`config.mk`:
```
export PLATFORM = sky130hd
export DESIGN_NAME = coherence_bus_ctrl
export DESIGN_NICKNAME = d
export VERILOG_FILES = /design/src/rtl/cpu_types_pkg.sv /design/src/rtl/bus_rr_arbiter.sv /design/src/rtl/coherence_bus_ctrl.sv
export SDC_FILE = /design/constraint.sdc
export NUM_CORES = 1
export LEC_CHECK = 0
export ABC_AREA = 1
export CORE_AREA = 2 2 146 148
export CTS_BUF_LIST = sky130_fd_sc_hd__clkbuf_8 sky130_fd_sc_hd__clkbuf_16
export DETAILED_ROUTE_END_ITERATION = 16
export DIE_AREA = 0 0 148 150
export SLEW_MARGIN = 20
export SYNTH_ARGS = -nofsm -noshare
export SYNTH_HDL_FRONTEND = slang
export SYNTH_SLANG_ARGS = --single-unit
```
`constraint.sdc`:
```
create_clock -name CLK -period 2.2 [get_ports CLK]
set_input_delay 0.44 -clock CLK [delete_from_list [all_inputs] [get_ports CLK]]
set_output_delay 0.44 -clock CLK [all_outputs]
set_load 0.005 [all_outputs]
```
`src/rtl/cpu_types_pkg.sv`:
```
// Shared CPU/cache types: word type, RAM handshake state and the coherence
// bus controller state encoding.
package cpu_types_pkg;

   localparam int unsigned WORD_W = 32;

   typedef logic [WORD_W-1:0] word_t;

   // RAM handshake status; only ACCESS completes a word
   typedef enum logic [1:0] {
      FREE   = 2'd0,
      BUSY   = 2'd1,
      ACCESS = 2'd2,
      ERROR  = 2'd3
   } ramstate_t;

   // Coherence bus controller states
   typedef enum logic [2:0] {
      IDLE  = 3'd0,
      WB    = 3'd1,
      SNOOP = 3'd2,
      FWD   = 3'd3,
      MEMRD = 3'd4
   } bus_state_t;

endpackage

```
`src/rtl/bus_rr_arbiter.sv`:
```
// Two-way round-robin arbiter.
//   clk, rst   : clock, asynchronous active-high reset
//   req_i      : request vector (bit i = cache i)
//   accept_i   : grant taken this cycle; advances the priority pointer
//   gnt_o      : one-hot grant (combinational from req_i and pointer)
module bus_rr_arbiter (
   input  logic       clk,
   input  logic       rst,
   input  logic [1:0] req_i,
   input  logic       accept_i,
   output logic [1:0] gnt_o
);

   logic rr_q, rr_d;

   // Pointer only matters when both request
   always_comb begin
      gnt_o = req_i;
      if (req_i == 2'b11) begin
         gnt_o = rr_q ? 2'b10 : 2'b01;
      end
   end

   // Priority moves to the cache that was not granted
   always_comb begin
      rr_d = rr_q;
      if (accept_i && (gnt_o != 2'b00)) begin
         rr_d = gnt_o[0];
      end
   end

   always_ff @(posedge clk or posedge rst) begin
      if (rst) begin
         rr_q <= 1'b0;
      end else begin
         rr_q <= rr_d;
      end
   end

endmodule

```
`src/rtl/coherence_bus_ctrl.sv`:
```
// MSI coherence bus controller for two dcaches sharing one RAM port.
// Grants the bus to one requester, snoops the other cache, and moves a block
// either cache-to-cache (with RAM writeback) or from RAM; also serves evictions.
//   CLK, RST                       : clock, asynchronous active-high reset
//   dREN/dWEN/daddr/dstore         : per-cache word request, address, data
//   cctrans/ccwrite                : per-cache coherence handshake inputs
//   dwait/dload                    : per-cache stall and read data
//   ccwait/ccinv/ccsnoopaddr       : per-cache snoop request outputs
//   ramREN/ramWEN/ramaddr/ramstore : RAM request
//   ramload/ramstate               : RAM read data and handshake status
// All outputs decode the registered state with the live inputs.
module coherence_bus_ctrl
   import cpu_types_pkg::*;
#(
   parameter int unsigned CPUS  = 2,
   parameter int unsigned WORDS = 2
) (
   input  logic                         CLK,
   input  logic                         RST,
   input  logic [CPUS-1:0]              dREN,
   input  logic [CPUS-1:0]              dWEN,
   input  logic [CPUS-1:0][WORD_W-1:0]  daddr,
   input  logic [CPUS-1:0][WORD_W-1:0]  dstore,
   input  logic [CPUS-1:0]              cctrans,
   input  logic [CPUS-1:0]              ccwrite,
   output logic [CPUS-1:0]              dwait,
   output logic [CPUS-1:0][WORD_W-1:0]  dload,
   output logic [CPUS-1:0]              ccwait,
   output logic [CPUS-1:0]              ccinv,
   output logic [CPUS-1:0][WORD_W-1:0]  ccsnoopaddr,
   output logic                         ramREN,
   output logic                         ramWEN,
   output logic [WORD_W-1:0]            ramaddr,
   output logic [WORD_W-1:0]            ramstore,
   input  logic [WORD_W-1:0]            ramload,
   input  ramstate_t                    ramstate
);

   localparam int unsigned WCNT_W = (WORDS > 1) ? $clog2(WORDS) : 1;

   bus_state_t        state_q, state_d;
   logic              req_q, req_d;
   logic [WCNT_W-1:0] wcnt_q, wcnt_d;

   logic       snp;
   logic [1:0] elig;
   logic [1:0] gnt;
   logic       gidx;
   logic       accept;
   logic       word_done;
   logic       last_word;

   assign snp       = ~req_q;
   // Eviction, or coherent miss; a plain dREN without cctrans is ignored
   assign elig      = (dWEN & ~cctrans) | (dREN & cctrans);
   assign accept    = (state_q == IDLE) && (elig != 2'b00);
   assign gidx      = gnt[1];
   assign word_done = (ramstate == ACCESS);
   assign last_word = (wcnt_q == WCNT_W'(WORDS - 1));

   bus_rr_arbiter u_arb (
      .clk      (CLK),
      .rst      (RST),
      .req_i    (elig),
      .accept_i (accept),
      .gnt_o    (gnt)
   );

   // State register
   always_ff @(posedge CLK or posedge RST) begin
      if (RST) begin
         state_q <= IDLE;
         req_q   <= 1'b0;
         wcnt_q  <= '0;
      end else begin
         state_q <= state_d;
         req_q   <= req_d;
         wcnt_q  <= wcnt_d;
      end
   end

   // Next-state logic
   always_comb begin
      state_d = state_q;
      req_d   = req_q;
      wcnt_d  = wcnt_q;
      case (state_q)
         IDLE: begin
            wcnt_d = '0;
            if (accept) begin
               req_d   = gidx;
               state_d = (dWEN[gidx] && !cctrans[gidx]) ? WB : SNOOP;
            end
         end
         SNOOP: begin
            if (cctrans[snp]) begin
               state_d = ccwrite[snp] ? FWD : MEMRD;
            end
         end
         WB, FWD, MEMRD: begin
            if (word_done) begin
               if (last_word) begin
                  state_d = IDLE;
                  wcnt_d  = '0;
               end else begin
                  wcnt_d = wcnt_q + WCNT_W'(1);
               end
            end
         end
         default: state_d = IDLE;
      endcase
   end

   // Output decode
   always_comb begin
      dwait       = '1;
      dload       = '0;
      ccwait      = '0;
      ccinv       = '0;
      ccsnoopaddr = '0;
      ramREN      = 1'b0;
      ramWEN      = 1'b0;
      ramaddr     = '0;
      ramstore    = '0;
      case (state_q)
         WB: begin
            ramWEN   = 1'b1;
            ramaddr  = daddr[req_q];
            ramstore = dstore[req_q];
            if (word_done) dwait[req_q] = 1'b0;
         end
         SNOOP, FWD, MEMRD: begin
            // Snoop stays asserted until the last block word completes
            ccwait[snp]      = 1'b1;
            ccinv[snp]       = ccwrite[req_q];
            ccsnoopaddr[snp] = daddr[req_q];
            if (state_q == FWD) begin
               // Snooper data goes to the requester and is written back to RAM
               ramWEN        = dWEN[snp];
               ramaddr       = daddr[snp];
               ramstore      = dstore[snp];
               dload[req_q]  = dstore[snp];
               if (word_done) begin
                  dwait[req_q] = 1'b0;
                  dwait[snp]   = 1'b0;
               end
            end else if (state_q == MEMRD) begin
               ramREN       = 1'b1;
               ramaddr      = daddr[req_q];
               dload[req_q] = ramload;
               if (word_done) dwait[req_q] = 1'b0;
            end
         end
         default: ;
      endcase
   end

endmodule

```
==> qor.txt <==
Synth Flop Type -> dfrtp_1
Final Critical Period -> 2.36 ns
die span in x -> 148 µm
worst slew pin tran -> 0.340 ns
FF-to-FF path depth -> 8
fin crit share -> 107%
part of the power in the clock network -> 2.4%
critical-path maximum fanout -> 7
Via Count -> 7389
Leak -> 5.39 nW
Post-Synthesis Cells -> 729
WP data required -> 1.76 ns
Sequential Power Share -> 2.0%
CTS Root Cell -> clkbuf_16
register bit total from synthesis -> 6
Pint -> 6.39 mW
CP max stage delay -> 0.44 ns
Crit path top cell by count -> nand3_4
Top Ports -> 372
Final Power -> 12.4 mW
layout cells sized above 1 -> 54.0%
sum of buffers and inverters on the critical path -> 5
Final Setup Violations -> 91
Arrival @ worst endpoint -> 1.92 ns
critical path capture point type -> output pin
Final Hold Viols -> 0
final net count -> 1440
f_max -> 0.424 GHz
post-layout instance area -> 0.0108 mm²
WP depth -> 9
clk_skew -> 0.00284 ns
Num CTS Buffers -> 3
Initial Util -> 17.3%
GRT Total Usage -> 22.5%
GR Overflow Total -> 0
unrepaired setup endpoints after global routing -> yes
VDD IR max -> 537 µV
run status -> complete, but fails checks
dpl cell area -> 0.00839 mm²
Logic pwr share -> 95.6%
Area Overhead vs Synth -> 200%
clock latency on the worst-skew pair -> 0.23 ns
Core Region -> 0.0207 mm²
mean area per synthesized cell -> 4.92 µm²
Post-synth EDFFs -> 0
initial antenna violation count -> 2
CP top delay family -> buffers and inverters
Post-Syn Nets -> 901
# port buffers -> 371
FFs w/ async S/R, synth -> 100%
Post-route DRC -> 0
H-tree depth -> 1
Ys Warns -> 0
DR pass1 iterations -> 4
cell with the most instances after synthesis -> nand2_1
CP max stage cell -> dfrtp_2
CTS Buffer Depth -> 2
net switching power -> 6.00 mW
leading area contributor after synthesis -> nand2_1
Hold-fix buffers, CTS -> 0
area fraction of the dominant cell type after synthesis -> 18.9%
RD Place Congestion -> 0.846
global-route wire length before repair -> 39.5 mm
pin count of the biggest net entering global routing -> 35
CTS sink cnt -> 6
Seq/Total Area, Yosys -> 4.18%
CTS tree -> built
ANT nets after route -> 0
drt wl/cell -> 19.0 µm
sw frac -> 48.4%
Max Transition Viols Final -> 0
max_slew headroom -> 77.1%
DR iter-0 viols -> 289
most frequent cells after synthesis -> 181 x nand2_1, 116 x nor2_1, 104 x inv_1
final worst setup slack -> -0.161 ns
worst-path cell chain -> buf_6 -> nand3_4 -> nand3_4 -> buf_12 -> nand2_8 -> buf_8 -> clkbuf_16 -> o22ai_2 -> buf_2
Fin Hold WS -> 0.443 ns
Setup CP Type -> reg2out
vias in the first global route -> 6981
CTS clk-pin slew, worst paths -> 0.04 ns
post-DP HPWL -> 18.1 mm
Setup crit start kind -> register
die height -> 150 µm
Post-Syn Area -> 0.00359 mm²
row count -> 53
# Max-Cap Violations -> 0
vias per cell -> 4.79
pwr/cell area -> 1150 mW/mm²
drt total wl -> 29.4 mm
worst min-delay path category -> in2async
synth top area cells -> nand2_1 19%, nor2_1 12%, o21ai_0 11%
failing checks -> negative setup slack
die area -> 0.0222 mm²
library cells used by synthesis -> 29
per-stage QoR:
stage | utilization, % | TNS (ns) | setup slack (ns) | std cells
5_1_grt | 52.1 | -16.55 | -0.225 | 1544
4_1_cts | 46.4 | -11.85 | -0.233 | 1514
6_report | 52.1 | -7.01 | -0.161 | 1544
3_5_place_dp | 40.6 | -22.34 | -0.677 | 1431
3_3_place_gp | 40.6 | -19.56 | -0.781 | 1431
2_1_floorplan | - | 0 | 0.445 | 729
logic make-up (layout without fill, tap and decap cells):
logic type,after synthesis,in the layout,share of synthesized area [%]
buf+inv,171,709,20.8
compound gates,197,197,34.7
flops,6,6,4.18
simple gates,354,354,40.0
other cells,0,2,0
mux,1,1,0.279
power groups by stage:
stage          clock network [mW]  logic, mW  registers, mW
2_1_floorplan                   0       3.20          0.198
3_3_place_gp                    0       7.60          0.213
3_5_place_dp                    0       7.63          0.215
4_1_cts                     0.307       9.62          0.235
5_1_grt                     0.313       12.5          0.250
6_report                    0.302       11.8          0.243
flip-flops by register name, indices dropped and copies added, names as in the netlist:
signal,count
state_q,3
u_arb.rr_q,1
last_word,1
req_q,1
layout make-up:
class / count / area, µm²
tap: 275 / 344
inverter: 112 / 495
timing repair inverter: 2 / 22.5
sequential: 6 / 156
timing repair buffer: 591 / 5590
multi-input combinational: 552 / 4090
clock buffer: 3 / 75.1
fill: 2016 / 9910
clock inverter: 1 / 3.75
antenna: 2 / 5.00
worst reg2reg max path: cells and delay by family, from the launching register on:
kind / cells / cell delay (ns)
AND/OR/NAND/NOR: 3 / 0.32
AO/OA/AOI/OAI: 2 / 0.23
buffers and inverters: 3 / 0.51
flip-flops: 1 / 0.53
placed cells by master, fill, tap and decap left out, types with 5 or more instances in the layout:
cell type / n
a21oi_2: 15
a21oi_4: 9
buf_12: 36
buf_16: 7
buf_2: 144
buf_4: 104
buf_6: 77
buf_8: 7
clkbuf_16: 13
clkbuf_2: 26
clkdlybuf4s50_1: 171
inv_1: 72
inv_2: 33
inv_8: 5
nand2_1: 114
nand2_2: 40
nand2_4: 27
nand3_1: 28
nand3_2: 13
nand3_4: 11
nor2_1: 114
o211ai_1: 18
o21ai_0: 34
o21ai_1: 11
o21ai_2: 30
o221ai_2: 7
o22ai_2: 21
o32ai_2: 27
metal layers:
metal / share of wire, % / track usage, %
met1: 40 / 27.8
met2: 50 / 39.4
met3: 6.2 / 4.05
met4: 3.7 / 7.24
met5: 0 / 0
path summary, 6_finish.rpt:
check                           startpoint         end  slack (ns)
worst max-delay path            state_q[0]   dload[36]       -0.16
worst min register to register   last_word   last_word        0.49
worst max register to register       req_q  state_q[2]        0.49
max in group asynchronous              RST       req_q        1.52
min in group CLK                 last_word   last_word        0.49
worst min-delay path                   RST       req_q        0.44
repair_timing:
item                                    4_1_cts  5_1_grt
setup buffers                                65       42
pin swaps                                    28       45
hold endpoints to repair                      0        0
endpoints found under the setup margin      200      196
gates resized for setup                     907      387
cloned                                       17       10
(Power assumes the default switching activity.)
